### config.mk
export PLATFORM = sky130hd
export DESIGN_NAME = bus_gate_ctrl
export DESIGN_NICKNAME = d
export VERILOG_FILES = /design/src/rtl/bus_gate_ctrl.sv
export SDC_FILE = /design/constraint.sdc
export NUM_CORES = 1
export LEC_CHECK = 0
export CAP_MARGIN = 5
export CORE_MARGIN = 10
export CORE_UTILIZATION = 44
export CTS_BUF_LIST = sky130_fd_sc_hd__clkbuf_16
export DETAILED_ROUTE_END_ITERATION = 16
export GPL_ROUTABILITY_DRIVEN = 0
export PLACE_DENSITY = 0.86
export RECOVER_POWER = 50
export SYNTH_ARGS = -nofsm -noshare
export SYNTH_HDL_FRONTEND = slang
export SYNTH_SLANG_ARGS = --single-unit
### constraint.sdc
create_clock -name clk -period 1.98 [get_ports clk]
set_input_delay 0.198 -clock clk [delete_from_list [all_inputs] [get_ports clk]]
set_output_delay 0.198 -clock clk [all_outputs]
set_load 0.02 [all_outputs]
### src/rtl/bus_gate_ctrl.sv
// bus_gate_ctrl: sequential gate controller for the shared processor bus.
// Drives the per-source tristate enables from the microsequencer's gate
// requests so that at most one source drives in any cycle and a dead cycle
// always separates two different drivers. Also captures the driven bus value
// and counts illegal multi-source requests.
//
// Ports:
//   clk          rising-edge clock
//   rst          synchronous active-high reset
//   req          gate requests, one-hot or zero expected
//   bus_in       resolved bus value (read back)
//   en           registered one-hot-or-zero tristate enables
//   owner        index of the enabled source (valid while en != 0)
//   bus_idle     high when en == 0
//   bus_q        last captured bus value
//   cap_valid    pulse: bus_q updated at the last edge
//   conflict     pulse: multi-hot req sampled at the last edge
//   conflict_cnt saturating count of conflict events
module bus_gate_ctrl #(
  parameter int N_SRC = 4,
  parameter int WIDTH = 16,
  parameter int OW    = (N_SRC > 1) ? $clog2(N_SRC) : 1
) (
  input  logic             clk,
  input  logic             rst,
  input  logic [N_SRC-1:0] req,
  input  logic [WIDTH-1:0] bus_in,
  output logic [N_SRC-1:0] en,
  output logic [OW-1:0]    owner,
  output logic             bus_idle,
  output logic [WIDTH-1:0] bus_q,
  output logic             cap_valid,
  output logic             conflict,
  output logic [7:0]       conflict_cnt
);

  localparam logic [1:0] S_IDLE  = 2'd0;
  localparam logic [1:0] S_DRIVE = 2'd1;
  localparam logic [1:0] S_TURN  = 2'd2;

  logic [1:0]       state_q, state_d;
  logic [N_SRC-1:0] en_q, en_d;
  logic [OW-1:0]    owner_q, owner_d;
  logic [WIDTH-1:0] bus_q_q, bus_q_d;
  logic             cap_valid_q, cap_valid_d;
  logic             conflict_q, conflict_d;
  logic [7:0]       cnt_q, cnt_d;

  logic             req_zero, req_one;
  logic [OW-1:0]    req_idx;

  // Request classification. A power-of-two test (x & (x-1)) == 0 separates
  // ONE from MULTI once ZERO is excluded.
  always_comb begin
    req_zero = (req == '0);
    req_one  = !req_zero && ((req & (req - N_SRC'(1))) == '0);
    req_idx  = '0;
    for (int i = 0; i < N_SRC; i++)
      if (req[i]) req_idx = OW'(i);
  end

  always_comb begin
    state_d     = state_q;
    en_d        = en_q;
    owner_d     = owner_q;
    conflict_d  = 1'b0;
    // Any cycle with a driver ends in a capture, including the final one.
    cap_valid_d = (en_q != '0);
    bus_q_d     = (en_q != '0) ? bus_in : bus_q_q;

    case (state_q)
      S_DRIVE: begin
        if (req != en_q) begin
          en_d = '0;
          if (req_zero) begin
            state_d = S_IDLE;
          end else if (req_one) begin
            // Different single source: insert the dead cycle.
            state_d = S_TURN;
          end else begin
            state_d    = S_IDLE;
            conflict_d = 1'b1;
          end
        end
      end
      default: begin
        // IDLE and TURN behave alike; TURN only exists to hold en low
        // for exactly one cycle between drivers.
        if (req_one) begin
          state_d = S_DRIVE;
          en_d    = req;
          owner_d = req_idx;
        end else begin
          state_d    = S_IDLE;
          conflict_d = !req_zero;
        end
      end
    endcase

    cnt_d = cnt_q;
    if (conflict_d && cnt_q != 8'hFF) cnt_d = cnt_q + 8'd1;
  end

  always_ff @(posedge clk) begin
    if (rst) begin
      state_q     <= S_IDLE;
      en_q        <= '0;
      owner_q     <= '0;
      bus_q_q     <= '0;
      cap_valid_q <= 1'b0;
      conflict_q  <= 1'b0;
      cnt_q       <= '0;
    end else begin
      state_q     <= state_d;
      en_q        <= en_d;
      owner_q     <= owner_d;
      bus_q_q     <= bus_q_d;
      cap_valid_q <= cap_valid_d;
      conflict_q  <= conflict_d;
      cnt_q       <= cnt_d;
    end
  end

  assign en           = en_q;
  assign owner        = owner_q;
  assign bus_idle     = (en_q == '0);
  assign bus_q        = bus_q_q;
  assign cap_valid    = cap_valid_q;
  assign conflict     = conflict_q;
  assign conflict_cnt = cnt_q;

endmodule
==> impl_metrics.env, run 1 <==
export IMPL_worst_ir_drop_vdd_mv=0.637
export IMPL_hp_start="bus_q[12]"
export IMPL_slowest_delay_ns=0.57
export IMPL_endpoint_kind="output port"
export IMPL_hold_path_class="flop to flop"
export IMPL_synth_avg_cell_area_um2=9.01
export IMPL_hold_viol_final=0
export IMPL_worst_path_buf_inv=2
export IMPL_io_buffers=54
export IMPL_drc=0
export IMPL_grt_pass1_wl_um=6930
export IMPL_cp_top_family="simple AND/OR/NAND/NOR gates"
export IMPL_power_density_mw_per_mm2=847
export IMPL_cts_buffer_depth=2
export IMPL_crit_fanout=4
export IMPL_cts_tree="done"
export IMPL_final_antenna_net_count=0
export IMPL_finClkSkew_ns=0.00528
export IMPL_dr_pass1_iters=6
export IMPL_via_count=1423
export IMPL_grt_max_degree=22
export IMPL_p_leak_nw=0.927
export IMPL_layout_drive_gt1_share_pct=14.2
export IMPL_drt_vias_per_instance=5.10
export IMPL_fin_area_mm2=0.00225
export IMPL_ys_warn_count=0
export IMPL_r2r_slack_ns=0.32
export IMPL_cts_clk_slew_worst_paths_ns=0.05
export IMPL_synth_cells=166
export IMPL_syn_nets=189
export IMPL_core_mm2=0.00331
export IMPL_drt_total_wl_um=4070
export IMPL_placed_cell_area_mm2=0.00212
export IMPL_period_minus_slack_ns=1.86
export IMPL_synthesis_area_mm2=0.00150
export IMPL_tightest_slew_ns=0.517
export IMPL_synth_area_leader_cell="dfxtp_1"
export IMPL_cts_buffers_inserted=5
export IMPL_cp_startpoint="en[1]"
export IMPL_grt_pass1_vias=1407
export IMPL_cts_setup_buffers=0
export IMPL_dp_hpwl_um=3060
export IMPL_cts_hold_fix_buffers=0
export IMPL_finalWorstSetupSlack_ns=0.121
export IMPL_ys_top_cells_by_area="dfxtp_1 46%, nand2_1 8.5%, a21oi_1 7.0%, a32o_1 2.7%, xnor2_1 2.3%"
export IMPL_ys_async_sr_fraction_pct=0
export IMPL_cp_arrival_ns=1.66
export IMPL_clk_latency_ns=0.27
export IMPL_worstSetupPathType="flop to output port"
export IMPL_die_area_mm2=0.00613
export IMPL_first_iter_violations=63
export IMPL_dp_slack_ns=-0.108
export IMPL_synth_cell_types=40
export IMPL_layout_nets=255
export IMPL_r2r_start="en[1]"
export IMPL_grt_usage_pct=14.1
export IMPL_synth_edff_count=0
export IMPL_cp_required_ns=1.78
export IMPL_rsz0062_at_grt="no"
export IMPL_fmax_mhz=538
export IMPL_final_cell_mix="34 x nand2_1, 34 x dfxtp_1, 28 x dlygate4sd3_1"
export IMPL_yosys_most_used_dff="dfxtp_1"
export IMPL_fin_crit_sh_pct=93.9
export IMPL_initial_core_util_pct=45.2
export IMPL_finalSetupViolCount=0
export IMPL_antenna_found_initial=0
export IMPL_fp_row_count=21
export IMPL_yosysSeqAreaShare_pct=45.5
export IMPL_relSlewSlack_pct=65.4
export IMPL_cts_root_buf="clkbuf_16"
export IMPL_cap_violations=0
export IMPL_h_tree_depth=2
export IMPL_slew_violations=0
export IMPL_setup_worst_path_start_class="flop"
export IMPL_cts_sinks=34
export IMPL_status="finished clean"
export IMPL_routedWlPerCell_um=14.6
export IMPL_die_h_um=78.3
export IMPL_path_cells="or4_1 -> inv_1 -> dlygate4sd2_1"
export IMPL_cts_resized=1
export IMPL_cpMaxStageDelayCell="or4_1"
export IMPL_ioPinCount=55
export IMPL_synth_top_cell_area_share_pct=45.5
export IMPL_diodes=0
export IMPL_ys_seq_elements=34
export IMPL_area_growth_pct=50.7
export IMPL_grt_ovfl_total=0
export IMPL_dieWidth_um=78.3
[layout make-up]
class | count | area, µm²
fill | 277 | 1060
clock buffer | 5 | 125
inverter | 4 | 15.0
tap | 46 | 57.6
multi-input combinational | 118 | 713
timing repair buffer | 69 | 649
clock inverter | 3 | 12.5
sequential | 34 | 681
[stage by stage]
step / hold slack, ns / power, mW / setup TNS, ns / std cells / util [%]
2_1_floorplan: 0.336 / 1.02 / 0 / 166 / -
3_3_place_gp: 0.438 / 1.23 / -0.0933 / 271 / 64.0
3_5_place_dp: 0.444 / 1.24 / -0.719 / 271 / 64.0
4_1_cts: 0.450 / 1.96 / 0 / 279 / 68.1
5_1_grt: 0.473 / 2.01 / 0 / 279 / 68.1
6_report: 0.445 / 1.91 / 0 / 279 / 68.1
[synth_stat cells, types with 2 or more instances]
library cell and number:
dfxtp_1 34, nand2_1 34, a21oi_1 21, nor2_1 9, a32o_1 4, nand3_1 4, nor2b_1 4, xnor2_1 4
a211oi_1 3, inv_1 3, mux2_2 3, o21ai_0 3, o31ai_1 3, or4_1 3, and3_1 2, buf_4 2
buf_6 2, clkbuf_1 2, clkbuf_8 2, nor3_1 2, nor3b_1 2, o211ai_1 2
[tightest hold or removal path, delay by kind of cell, from the launching register on]
| kind | cells | cell delay (ns) |
|---|---|---|
| AND/OR/NAND/NOR | 1 | 0.05 |
| flip-flops | 1 | 0.30 |
| AO/OA/AOI/OAI | 1 | 0.05 |
[path summary, 6_finish.rpt]
check | end | cells after the start
max | bus_idle | 3
min | bus_q[12] | 2
max reg2reg | bus_q[14] | 5
min reg2reg | bus_q[12] | 2
[per-layer routing]
layer	share of wire (%)	global-route usage [%]	vias to the layer above
li1	-	-	707
met1	40	15.5	655
met2	51	23.4	53
met3	7.0	6.15	8
met4	1.7	5.73	0
met5	0	0	-
[where the power goes]
part	switching [mW]	leakage (nW)	internal, mW
clock	0.260	0.0724	0.453
combinational	0.235	0.576	0.191
sequential	0.0283	0.278	0.740
[kinds of logic (layout without fill, tap and decap cells)]
family	count (synthesis)	after routing	share of synthesized area, %
xor+xnor	5	5	2.93
simple gates	70	70	24.2
mux	3	3	2.26
compound gates	39	39	17.5
buf+inv	14	81	6.78
fa+ha+maj	1	1	0.837
flops	34	34	45.5
[flip-flops by register name (all words and copies together) (netlist names)]
name          cells
conflict          1
owner             2
en                4
conflict_cnt      8
state_q           2
cap_valid         1
bus_q            16
Power figures use the tool's default switching activity.
==> run 2: changes to the inputs <==
--- a/config.mk
+++ b/config.mk
@@ -6,13 +6,10 @@
 export NUM_CORES = 1
 export LEC_CHECK = 0
 export CAP_MARGIN = 5
-export CORE_MARGIN = 10
 export CORE_UTILIZATION = 44
-export CTS_BUF_LIST = sky130_fd_sc_hd__clkbuf_16
 export DETAILED_ROUTE_END_ITERATION = 16
 export GPL_ROUTABILITY_DRIVEN = 0
 export PLACE_DENSITY = 0.86
-export RECOVER_POWER = 50
 export SYNTH_ARGS = -nofsm -noshare
 export SYNTH_HDL_FRONTEND = slang
 export SYNTH_SLANG_ARGS = --single-unit
==> run 2 against run 1 <==
  * Sequential share of layout area grew 0.20 points
  * Setup slack lost 0.036 ns
  * Largest power group unchanged
  * First-iteration DRC count grew 41%
  * Register-to-register slack is essentially flat
  * Critical path type unchanged
  * Clock-buffer cell count is the same
  * Via count shrank 2.3%
==> impl_metrics.env, run 2 (synthesized netlist as in run 1, its figures left out) <==
export IMPL_combPwrFrac_pct=23.9
export IMPL_final_antenna_net_count=0
export IMPL_worst_path_buf_inv=2
export IMPL_seq_power_share_pct=41.7
export IMPL_grt_usage_pct=21.3
export IMPL_status="finished clean"
export IMPL_dp_cells=271
export IMPL_p_clk_share_pct=34.4
export IMPL_routedWlPerCell_um=12.1
export IMPL_path_cells="or4_1 -> inv_2 -> clkdlybuf4s15_1"
export IMPL_cts_tree="done"
export IMPL_cts_buffers_inserted=5
export IMPL_fin_crit_sh_pct=95.7
export IMPL_grt_pass1_vias=1243
export IMPL_layout_nets=257
export IMPL_cts_root_buf="clkbuf_4"
export IMPL_dp_slack_ns=-0.126
export IMPL_period_minus_slack_ns=1.90
export IMPL_grt_pass1_wl_um=5620
export IMPL_power_density_mw_per_mm2=824
export IMPL_ioPinCount=55
export IMPL_cp_arrival_ns=1.70
export IMPL_layout_commonest_cell="clkdlybuf4s50_1"
export IMPL_finalSetupViolCount=0
export IMPL_layout_drive_gt1_share_pct=16.2
export IMPL_via_count=1390
export IMPL_drt_vias_per_instance=4.98
export IMPL_core_mm2=0.00313
export IMPL_cap_violations=0
export IMPL_crit_fanout=4
export IMPL_slowest_delay_ns=0.60
export IMPL_num_fill_cells=250
export IMPL_die_area_mm2=0.00364
export IMPL_drc=0
export IMPL_die_h_um=60.3
export IMPL_grt_max_degree=20
export IMPL_cts_clk_slew_worst_paths_ns=0.11
export IMPL_cp_required_ns=1.78
export IMPL_dieWidth_um=60.3
export IMPL_final_cell_mix="53 x clkdlybuf4s50_1, 34 x nand2_1, 34 x dfxtp_1"
export IMPL_final_cells=279
export IMPL_cp_top_family="simple AND/OR/NAND/NOR gates"
export IMPL_cts_buffer_depth=2
export IMPL_finalWorstSetupSlack_ns=0.0848
export IMPL_dp_hpwl_um=2540
export IMPL_p_sw_mw=0.498
export IMPL_rsz0062_at_grt="no"
export IMPL_worst_path_stages=3
export IMPL_total_power_mw=1.84
export IMPL_diodes=0
export IMPL_cts_sinks=34
export IMPL_reg2regPathDepth=7
export IMPL_initial_core_util_pct=47.8
export IMPL_area_growth_pct=49.7
export IMPL_p_leak_nw=0.842
export IMPL_setup_worst_path_start_class="flop"
export IMPL_fmax_mhz=528
export IMPL_tightest_slew_ns=0.418
export IMPL_cpMaxStageDelayCell="or4_1"
export IMPL_slew_violations=0
export IMPL_fp_row_count=20
export IMPL_h_tree_depth=2
export IMPL_dr_pass1_iters=4
export IMPL_switching_share_pct=27.0
export IMPL_worstSetupPathType="flop to output port"
export IMPL_whs_ns=0.409
export IMPL_hold_depth=3
export IMPL_grt_ovfl_total=0
export IMPL_finClkSkew_ns=0.00752
export IMPL_clk_latency_ns=0.33
export IMPL_io_buffers=54
export IMPL_antenna_found_initial=0
export IMPL_cts_hold_fix_buffers=0
export IMPL_drt_total_wl_um=3380
export IMPL_relSlewSlack_pct=72.0
export IMPL_worst_ir_drop_vdd_mv=0.487
export IMPL_first_iter_violations=89
export IMPL_power_internal_mw=1.35
export IMPL_hold_viol_final=0
export IMPL_largest_reg_flops=16
export IMPL_hold_path_class="primary input to flop"
export IMPL_endpoint_kind="output port"
run 2: cell types whose count changed in the layout (fill, tap and decap cells not counted), sizes merged:
cell,before,now
clkdlybuf4s50,25,53
clkdlybuf4s15,0,1
dlygate4sd3,28,0
clkbuf,6,5
dlygate4sd2,1,0
buf,14,17
clkinv,2,1
bufinv,0,2
inv,5,4
run 2: layout make-up:
cell class              count  area [µm²]  share of cell area (%)
clock buffers               5        37.5                    1.68
repair buffers             71         668                    29.8
multi-input cells         118         713                    31.9
flip-flops and latches     34         681                    30.4
well taps                  44        55.1                    2.46
inverters                   4        15.0                   0.671
clock inverters             3        68.8                    3.07
run 2: timing repair:
action,in CTS,in global routing
gates resized for setup,1,1
endpoints found under the hold margin,0,0
buffers inserted,0,0
pin swaps,0,0
endpoints found under the setup margin,1,1
run 2: power groups by stage:
stage                     sequential [mW]  combinational, mW  clock, mW
after floorplan                     0.849              0.176          0
after global placement              0.783              0.438          0
after detailed placement            0.786              0.444          0
after CTS                           0.770              0.442      0.651
after global routing                0.777              0.478      0.683
final                               0.770              0.440      0.634
run 2: stage by stage:
stage          utilization, %  setup TNS, ns  area (µm²)
4_1_cts                  71.5              0        2240
2_1_floorplan               -              0        1500
6_report                 71.6              0        2240
3_3_place_gp             68.2         -0.473        2130
5_1_grt                  71.6              0        2240
3_5_place_dp             68.2         -0.927        2130
run 2: path summary, 6_finish.rpt:
kind                   from              end  slack [ns]
setup / recovery      en[1]         bus_idle        0.08
hold reg to reg    bus_q[4]         bus_q[4]        0.46
setup reg to reg      en[0]  conflict_cnt[2]        0.33
hold / removal    bus_in[6]         bus_q[6]        0.41
run 2: per-layer routing:
layer / vias up / GRT usage (%) / routed length (µm)
li1: 710 / - / -
met1: 638 / 27.6 / 1620
met2: 38 / 32.2 / 1530
met3: 4 / 6.28 / 185
met4: 0 / 9.97 / 38
met5: - / 0 / 0
run 2: worst min-delay path: cells and delay by family:
kind	cells	cell delay, ns
buf+inv	1	0.40
simple gates	1	0.06
compound gates	1	0.05
